[src/rtl/fetch_npc_gen_pkg.sv]
// Shared CPU front-end types: virtual addresses, flush bundle, predictor
// result record, next-PC generator states and fixed boot/exception vectors.
package fetch_npc_gen_pkg;

  typedef logic [31:0] virt_t;

  typedef struct packed {
    logic ex;
    logic eret;
    logic tlb;
  } pipeline_flush_t;

  typedef struct packed {
    logic  valid;
    logic  br_op;
    logic  br_taken;
    virt_t target;
  } predict_result_t;

  typedef enum logic [1:0] {
    NPC_RUN        = 2'd0,
    NPC_WAIT_DS    = 2'd1,
    NPC_CORRECT    = 2'd2,
    NPC_HOLD_FLUSH = 2'd3
  } npc_state_t;

  localparam virt_t CPU_RESET_PC = 32'hBFC0_0000;
  localparam virt_t CPU_EX_ENTRY = 32'hBFC0_0380;

  // Instruction addresses are word aligned; drop the byte offset.
  function automatic virt_t word_align(input virt_t addr);
    return {addr[31:2], 2'b00};
  endfunction

endpackage

[src/rtl/fetch_npc_gen.sv]
// Fetch-stage next-PC generator. Owns the fetch PC, drives the I-cache
// request handshake, applies flushes, predictor corrections and taken
// predictions (after the MIPS delay slot has been fetched).
module fetch_npc_gen
  import fetch_npc_gen_pkg::*;
#(
  parameter virt_t RESET_PC = CPU_RESET_PC,
  parameter virt_t EX_ENTRY = CPU_EX_ENTRY
) (
  input  logic        clk,
  input  logic        reset,
  input  logic        flush_ex,
  input  logic        flush_eret,
  input  logic        flush_tlb,
  input  logic [31:0] epc,
  input  logic [31:0] refetch_pc,
  input  logic [31:0] ds_pc,
  input  logic        pred_valid,
  input  logic        pred_br_taken,
  input  logic [31:0] pred_target,
  input  logic        is_correction,
  input  logic [31:0] correct_target,
  output logic        correct_finish,
  input  logic        fs_allowin,
  output logic        inst_req,
  output logic [31:0] inst_addr,
  input  logic        inst_addr_ok
);

  npc_state_t      state_q, state_d;
  virt_t           pc_q, pc_d;
  logic            pend_valid_q, pend_valid_d;
  virt_t           pend_target_q, pend_target_d;
  virt_t           hold_target_q, hold_target_d;
  // Set once pc holds correct_target, i.e. the next request is the correction fetch.
  logic            corr_armed_q, corr_armed_d;

  pipeline_flush_t flush;
  logic            flush_any;
  virt_t           flush_target;
  logic            acc;
  logic            can_load;
  logic            pred_taken;

  assign flush      = '{ex: flush_ex, eret: flush_eret, tlb: flush_tlb};
  assign flush_any  = flush.ex | flush.eret | flush.tlb;
  // Exception entry outranks eret, which outranks a TLB refetch.
  assign flush_target = flush.ex   ? EX_ENTRY :
                        flush.eret ? epc      : refetch_pc;

  assign inst_req   = !reset && fs_allowin && (state_q != NPC_HOLD_FLUSH);
  assign inst_addr  = pc_q;
  assign acc        = inst_req && inst_addr_ok;
  // pc may only move when no handshake is in progress or the current one completes.
  assign can_load   = acc || !inst_req;
  assign pred_taken = pred_valid && pred_br_taken;

  assign correct_finish = acc && !flush_any && (state_q == NPC_CORRECT) && corr_armed_q;

  // Next-state / next-PC selection: flush > correction > delay-slot redirect > pc+4.
  always_comb begin
    state_d       = state_q;
    pc_d          = pc_q;
    pend_valid_d  = pend_valid_q;
    pend_target_d = pend_target_q;
    hold_target_d = hold_target_q;
    corr_armed_d  = corr_armed_q;

    if (flush_any) begin
      pend_valid_d = 1'b0;
      corr_armed_d = 1'b0;
      if (can_load) begin
        pc_d    = word_align(flush_target);
        state_d = NPC_RUN;
      end else begin
        // Request already on the bus: let it drain, redirect afterwards.
        hold_target_d = word_align(flush_target);
        state_d       = NPC_HOLD_FLUSH;
      end
    end else begin
      case (state_q)
        NPC_HOLD_FLUSH: begin
          pc_d    = hold_target_q;
          state_d = NPC_RUN;
        end

        NPC_CORRECT: begin
          if (!corr_armed_q) begin
            // An older request may still be in flight; load the target once it is gone.
            if (can_load) begin
              pc_d         = word_align(correct_target);
              corr_armed_d = 1'b1;
            end
          end else if (acc) begin
            pc_d         = word_align(correct_target + 32'd4);
            corr_armed_d = 1'b0;
            state_d      = NPC_RUN;
          end
        end

        NPC_RUN, NPC_WAIT_DS: begin
          if (is_correction) begin
            pend_valid_d = 1'b0;
            state_d      = NPC_CORRECT;
            if (can_load) begin
              pc_d         = word_align(correct_target);
              corr_armed_d = 1'b1;
            end else begin
              corr_armed_d = 1'b0;
            end
          end else if (state_q == NPC_WAIT_DS) begin
            if (acc) begin
              pc_d         = pend_valid_q ? pend_target_q : pc_q + 32'd4;
              pend_valid_d = 1'b0;
              state_d      = NPC_RUN;
            end
          end else if (pred_taken && (pc_q == ds_pc + 32'd4)) begin
            // pc is the delay slot: redirect only once it is accepted.
            if (acc) begin
              pc_d = word_align(pred_target);
            end else begin
              pend_target_d = word_align(pred_target);
              pend_valid_d  = 1'b1;
              state_d       = NPC_WAIT_DS;
            end
          end else if (pred_taken && (pc_q == ds_pc + 32'd8)) begin
            // Delay slot already fetched: redirect at the next opportunity.
            if (can_load) begin
              pc_d = word_align(pred_target);
            end else begin
              pend_target_d = word_align(pred_target);
              pend_valid_d  = 1'b1;
              state_d       = NPC_WAIT_DS;
            end
          end else if (acc) begin
            pc_d = pc_q + 32'd4;
          end
        end

        default: state_d = NPC_RUN;
      endcase
    end
  end

  // State and PC registers with synchronous reset.
  always_ff @(posedge clk) begin
    if (reset) begin
      state_q       <= NPC_RUN;
      pc_q          <= RESET_PC;
      pend_valid_q  <= 1'b0;
      pend_target_q <= '0;
      hold_target_q <= '0;
      corr_armed_q  <= 1'b0;
    end else begin
      state_q       <= state_d;
      pc_q          <= pc_d;
      pend_valid_q  <= pend_valid_d;
      pend_target_q <= pend_target_d;
      hold_target_q <= hold_target_d;
      corr_armed_q  <= corr_armed_d;
    end
  end

endmodule

[config.mk]
export PLATFORM = sky130hd
export DESIGN_NAME = fetch_npc_gen
export DESIGN_NICKNAME = d
export VERILOG_FILES = /design/src/rtl/fetch_npc_gen_pkg.sv /design/src/rtl/fetch_npc_gen.sv
export SDC_FILE = /design/constraint.sdc
export NUM_CORES = 1
export LEC_CHECK = 0
export CAP_MARGIN = 40
export CELL_PAD_IN_SITES_DETAIL_PLACEMENT = 2
export CELL_PAD_IN_SITES_GLOBAL_PLACEMENT = 2
export CORE_MARGIN = 2
export CORE_UTILIZATION = 27
export CTS_BUF_LIST = sky130_fd_sc_hd__clkbuf_8
export CTS_CLUSTER_SIZE = 30
export DETAILED_ROUTE_END_ITERATION = 8
export MAX_ROUTING_LAYER = met4
export PLACE_DENSITY_LB_ADDON = 0.12
export SYNTH_ARGS = -nofsm -noshare
export SYNTH_HDL_FRONTEND = slang
export SYNTH_SLANG_ARGS = --single-unit
[constraint.sdc]
create_clock -name clk -period 3.9 [get_ports clk]
set_input_delay 0.78 -clock clk [delete_from_list [all_inputs] [get_ports clk]]
set_output_delay 0.78 -clock clk [all_outputs]
set_load 0.005 [all_outputs]
==> results.sh, run 1 <==
export IMPL_outcome="complete, no violations"
export IMPL_cp_buffers_inverters=4
export IMPL_finalWorstSetupSlack_ns=0.0709
export IMPL_antenna_found_initial=1
export IMPL_power_density_mw_per_mm2=222
export IMPL_port_buffers=195
export IMPL_finalNetCount=1873
export IMPL_synth_edf_count=0
export IMPL_reg2reg_to="inst_addr[31]"
export IMPL_static_leakage_power_uw=0.00558
export IMPL_worstSetupPathType="in -> reg"
export IMPL_ant_nets=0
export IMPL_drt_pass1_iterations=6
export IMPL_highest_layer="met4"
export IMPL_tritoncts="built"
export IMPL_grt_pass1_wl_um=83500
export IMPL_arrival_ns=4.16
export IMPL_cp_cell_sequence="clkdlybuf4s15_2, buf_4, xnor2_2, o311ai_0, o41a_1, or4_4, or4_4, nor3_4, buf_12, o31a_4, nand2_4, buf_4, a32oi_1"
export IMPL_start_util=0.275
export IMPL_syn2layout_area_growth_pct=53.8
export IMPL_die_y_um=192
export IMPL_rows=68
export IMPL_r2r_setup_slack_ns=0.37
export IMPL_fp_coreArea_mm2=0.0347
export IMPL_synth_area_mm2=0.00955
export IMPL_yosys_warnings=0
export IMPL_drc=0
export IMPL_hold_depth=2
export IMPL_numCtsBuffers=9
export IMPL_synth_fp_nets=1472
export IMPL_ir_worst_vdd_mv=0.114
export IMPL_slew_violations=0
export IMPL_drt_iter0_drc=866
export IMPL_grt_ovfl_total=0
export IMPL_finalSetupViolCount=0
export IMPL_max_stage_delay_ns=0.58
export IMPL_mostFrequentLayoutCells="280 x buf_4, 165 x clkdlybuf4s50_1, 124 x nor2_1"
export IMPL_synthCells=1298
export IMPL_setup_worst_path_start_class="primary input"
export IMPL_synth_area_leader_cell="dfxtp_1"
export IMPL_skew_ns=0.0233
export IMPL_final_common_cell="buf_4"
export IMPL_ys_ff_latch=96
export IMPL_finalCriticalPeriod_ns=3.83
export IMPL_grt_pass1_vias=13100
export IMPL_clockRootBuffer="clkbuf_8"
export IMPL_drt_wirelength_per_cell_um=26.3
export IMPL_tightest_slew_ns=0.862
export IMPL_cts_num_sinks=96
export IMPL_r2r_cells=11
export IMPL_fmax_ghz=0.261
export IMPL_end_kind="register"
export IMPL_hold_path_class="reg -> reg"
export IMPL_ctsHtreeMaxLevel=3
export IMPL_synth_main_ff_cell="dfxtp_1"
export IMPL_vias_per_cell=5.73
export IMPL_hpwlAfterDp_um=45300
export IMPL_grt_total_usage=0.311
export IMPL_r2r_start="inst_addr[15]"
export IMPL_wl_met3_um=2260
export IMPL_num_io_pins=204
export IMPL_final_util=0.423
export IMPL_place_ws_ns=-1.05
export IMPL_fp_dieW_um=192
export IMPL_critPathRequiredTime_ns=4.23
export IMPL_slew_headroom=0.426
export IMPL_fin_cells=2159
export IMPL_cp_top_family="simple AND/OR/NAND/NOR gates"
export IMPL_cp_depth=13
export IMPL_period_share=0.982
export IMPL_path_clk_slew_ns=0.12
export IMPL_cap_viol_max_count=0
export IMPL_ys_types=77
export IMPL_synthArstFlopShare=0
export IMPL_clock_path_buffers=2
export IMPL_hold_start="hold_target_q[17]"
export IMPL_worstPathMaxFanout=11
export IMPL_drive_above_1_share=0.258
export IMPL_critPathSlowestCell="or4_4"
export IMPL_wl_met2_um=27700
export IMPL_routed_wl_um=56700
export IMPL_dieArea_mm2=0.0369
export IMPL_min_to="hold_target_q[17]"
export IMPL_ctsHoldBuffers=0
export IMPL_rsz0062_at_grt="yes"
export IMPL_synthTopCellsByArea="dfxtp_1 20%, mux2i_1 7.1%, xnor2_1 5.4%, xor2_1 5.0%, nor2_1 5.0%"
export IMPL_hold_viol=0
export IMPL_synth_avg_cell_area_um2=7.36
export IMPL_drt_met1_wl_um=25200
export IMPL_synth_top_cell_area_share=0.201
export IMPL_ys_seq_area_frac=0.201
export IMPL_gp_congestion=0.911
export IMPL_place_inst=2112
export IMPL_clock_latency_ns=0.42
export IMPL_crit_path_start="ds_pc[13]"
export IMPL_grt_start_max_net_pins=51
export IMPL_vias=12400
## layer usage
metal	vias to the layer above	track usage
met2	391	0.533
met1	6250	0.393
met5	-	-
met3	73	0.0234
met4	0	0.0881
li1	5665	-
## power breakdown
group / total, uW / switching, uW / internal [uW] / leakage [uW]
Sequential: 1080 / 60.3 / 1020 / 0.000782
Clock: 729 / 437 / 292 / 0.0000925
Combinational: 1460 / 770 / 686 / 0.00471
Total: 3270 / 1270 / 2000 / 0.00558
## worst max-delay path by stage
stage,endpoint,slack [ns]
global route,inst_addr[23],-0.10
floorplan,inst_addr[15],0.02
global placement,inst_addr[30],-0.98
detailed placement,inst_addr[30],-1.05
finish,inst_addr[31],0.07
CTS,inst_addr[5],0.03
## sequential cells by signal (all words and copies together), names as in the netlist
signal         flops
corr_armed_q       1
hold_target_q     30
inst_addr         32
pend_target_q     30
pend_valid_q       1
state_q            2
## worst min-delay path, cell delays in order (launching register included)
cell	delay (ns)
dfxtp_1	0.33
nand2_1	0.05
a21oi_1	0.05
## synth_stat cells, types with 16 or more instances
cell type	number
and3_1	27
buf_2	19
a311oi_1	19
mux2_2	16
a211oi_1	41
nand4_1	34
a31oi_1	17
nor4_1	20
nor2_1	127
dfxtp_1	96
nor3_1	65
nor2b_1	18
xor2_1	55
mux2i_1	68
and2_1	17
nand3_1	53
nand2_1	108
xnor2_1	59
o21ai_0	59
a21oi_1	61
and4_1	17
clkbuf_1	80
## through the flow
stage / hold WS, ns / instance area, um2 / TNS (ns) / power (uW)
finish: 0.473 / 14700 / 0 / 3270
global route: 0.500 / 14700 / -1.25 / 3400
CTS: 0.474 / 14500 / 0 / 3230
detailed placement: 0.458 / 13800 / -54.24 / 2470
global placement: 0.446 / 13800 / -50.76 / 2430
floorplan: 0.436 / 9560 / 0 / 1680
## timing repair
action                                  CTS  global route
setup buffers                            23             7
pin swaps                                19            22
gates resized for setup                 101            59
gates cloned                              3             0
endpoints found under the setup margin   63            62
## layout make-up
class                   instances  area, um2
diodes                          1       2.50
clock buffers                   9        124
clock inverters                 6       62.6
fillers                      4050      20000
inverters                      17       63.8
multi-input cells            1075       7510
flip-flops and latches         96       1920
well taps                     455        569
repair buffers                500       4430
## kinds of logic (layout without fill, tap and decap cells)
kind of cell	after synthesis	after routing	synth area share
compound gates	342	342	0.258
xor+xnor	114	114	0.105
fa+ha+maj	4	4	0.00524
buf+inv	127	532	0.0556
flops	96	96	0.201
mux	84	84	0.0902
other cells	0	1	0
simple gates	531	531	0.285
No activity file was read; power rests on OpenSTA's default activity.
==> run 2, diff against run 1 <==
--- a/config.mk
+++ b/config.mk
@@ -8,13 +8,13 @@
 export CAP_MARGIN = 40
 export CELL_PAD_IN_SITES_DETAIL_PLACEMENT = 2
 export CELL_PAD_IN_SITES_GLOBAL_PLACEMENT = 2
-export CORE_MARGIN = 2
 export CORE_UTILIZATION = 27
 export CTS_BUF_LIST = sky130_fd_sc_hd__clkbuf_8
 export CTS_CLUSTER_SIZE = 30
 export DETAILED_ROUTE_END_ITERATION = 8
 export MAX_ROUTING_LAYER = met4
 export PLACE_DENSITY_LB_ADDON = 0.12
+export SLEW_MARGIN = 20
 export SYNTH_ARGS = -nofsm -noshare
 export SYNTH_HDL_FRONTEND = slang
 export SYNTH_SLANG_ARGS = --single-unit
==> run 2 against run 1 <==
  * Global-route usage up 0.10 points
  * Cell area about the same
  * Clock power up 6.6%
  * Register-to-register slack worse by 0.02 ns
  * Sequential power about the same
  * Core utilization up 0.086 points
  * Hold slack worse by 0.00098 ns
  * Count of clock-buffer cells in the layout unchanged
  * Wire length down 1.7%
  * Via count down 0.41%
  * Maximum frequency down 1.5%
  * Worst setup slack worse by 0.057 ns
==> results.sh, run 2 (synthesis gave the netlist of run 1 again) <==
export IMPL_outcome="complete, no violations"
export IMPL_grtUsageMet3=0.0256
export IMPL_drive_above_1_share=0.255
export IMPL_grt_busiest_layer="met2"
export IMPL_drc=0
export IMPL_gp_congestion=0.910
export IMPL_period_share=0.997
export IMPL_clockRootBuffer="clkbuf_8"
export IMPL_grt_pass1_vias=13000
export IMPL_ctsHoldBuffers=0
export IMPL_rows=68
export IMPL_fmax_ghz=0.257
export IMPL_dieArea_mm2=0.0361
export IMPL_vias=12300
export IMPL_drt_wirelength_per_cell_um=25.8
export IMPL_routed_wl_um=55700
export IMPL_reg2reg_to="inst_addr[31]"
export IMPL_ir_worst_vdd_mv=0.196
export IMPL_worstSetupPathType="in -> reg"
export IMPL_r2r_start="state_q[1]"
export IMPL_port_buffers=195
export IMPL_hold_path_class="reg -> reg"
export IMPL_numCtsBuffers=9
export IMPL_fp_coreArea_mm2=0.0346
export IMPL_slew_violations=0
export IMPL_tightest_slew_ns=0.818
export IMPL_use_met1=0.393
export IMPL_r2r_cells=10
export IMPL_worstPathMaxFanout=6
export IMPL_clock_path_buffers=2
export IMPL_fin_area_mm2=0.0147
export IMPL_arrival_ns=4.26
export IMPL_final_common_cell="buf_4"
export IMPL_r2r_setup_slack_ns=0.35
export IMPL_finalSetupViolCount=0
export IMPL_start_util=0.276
export IMPL_final_util=0.424
export IMPL_antenna_cells=0
export IMPL_grt_total_usage=0.312
export IMPL_place_ws_ns=-0.855
export IMPL_vias_per_cell=5.70
export IMPL_drt_pass1_iterations=8
export IMPL_syn2layout_area_growth_pct=53.8
export IMPL_ant_nets=0
export IMPL_clock_latency_ns=0.42
export IMPL_finalNetCount=1879
export IMPL_slew_headroom=0.448
export IMPL_fin_setup_tns_ns=0
export IMPL_path_clk_slew_ns=0.10
export IMPL_ctsHtreeMaxLevel=3
export IMPL_cts_num_sinks=96
export IMPL_die_y_um=190
export IMPL_rsz0062_at_grt="yes"
export IMPL_num_io_pins=204
export IMPL_grt_ovfl_total=0
export IMPL_placedInstanceArea_mm2=0.0139
export IMPL_critPathRequiredTime_ns=4.27
export IMPL_tritoncts="built"
export IMPL_min_to="hold_target_q[30]"
export IMPL_hold_depth=2
export IMPL_hold_viol=0
export IMPL_largest_reg_flops=32
export IMPL_end_kind="register"
export IMPL_static_leakage_power_uw=0.00564
export IMPL_antenna_found_initial=0
export IMPL_hpwlAfterDp_um=44300
export IMPL_whs_ns=0.472
export IMPL_drt_iter0_drc=762
export IMPL_use_met2=0.533
export IMPL_setup_worst_path_start_class="primary input"
export IMPL_grt_start_max_net_pins=52
export IMPL_hold_start="hold_target_q[30]"
export IMPL_grt_pass1_wl_um=81800
export IMPL_power_density_mw_per_mm2=226
export IMPL_fp_dieW_um=190
export IMPL_cap_viol_max_count=0
export IMPL_skew_ns=0.0153
export IMPL_finalCriticalPeriod_ns=3.89
export IMPL_mostFrequentLayoutCells="288 x buf_4, 165 x clkdlybuf4s50_1, 125 x nor2_1"
export IMPL_finalWorstSetupSlack_ns=0.0135
-- run 2: power breakdown --
group	internal, uW	total [uW]	switching [uW]
Clock	356	777	421
Combinational	693	1460	770
Sequential	1020	1080	58.6
-- run 2: stage by stage --
| stage | std cells | power, uW |
|---|---|---|
| 6_report | 2164 | 3320 |
| 5_1_grt | 2164 | 3450 |
| 4_1_cts | 2158 | 3290 |
| 3_5_place_dp | 2121 | 2490 |
| 3_3_place_gp | 2118 | 2450 |
| 2_1_floorplan | 1298 | 1680 |
-- run 2: critical path: stages --
cell,delay [ns]
dlygate4sd2_1,0.24
buf_6,0.13
buf_4,0.15
xnor2_2,0.15
xor2_1,0.19
o41a_1,0.43
or4_4,0.51
buf_4,0.16
nor4_4,0.26
nand4b_1,0.31
o31ai_4,0.17
buf_4,0.20
nor2_4,0.05
buf_12,0.16
a311oi_1,0.21
buf_4,0.15
-- run 2: timing repair --
| action | CTS | global route |
|---|---|---|
| cloned | 3 | 1 |
| gates resized for setup | 89 | 51 |
| pin swaps | 24 | 22 |
| buffers inserted | 19 | 5 |
| endpoints found under the setup margin | 64 | 63 |
-- run 2: cell type report --
class	count	area (um2)
clock buffers	9	124
clock inverters	6	85.1
fillers	3996	19900
inverters	17	63.8
multi-input cells	1075	7490
flip-flops and latches	96	1920
well taps	455	569
repair buffers	506	4420
-- run 2: how the worst max path moves through the flow --
| stage | from | end | slack (ns) | depth (start not counted) |
|---|---|---|---|---|
| floorplan | ds_pc[3] | inst_addr[15] | 0.02 | 11 |
| global placement | ds_pc[10] | inst_addr[13] | -0.81 | 14 |
| finish | ds_pc[15] | inst_addr[13] | 0.01 | 16 |
| detailed placement | ds_pc[4] | pend_target_q[22] | -0.86 | 12 |
| CTS | ds_pc[21] | pend_target_q[22] | 0.008 | 13 |
| global route | ds_pc[21] | pend_target_q[22] | -0.11 | 17 |
-- run 2: routing by layer --
layer / wire length [um] / share of wire / vias up
met1: 25000 / 0.45 / 6181
met4: 1320 / 0.024 / 0
met5: 0 / 0 / -
li1: - / - / 5682
met2: 27200 / 0.49 / 388
met3: 2220 / 0.040 / 77
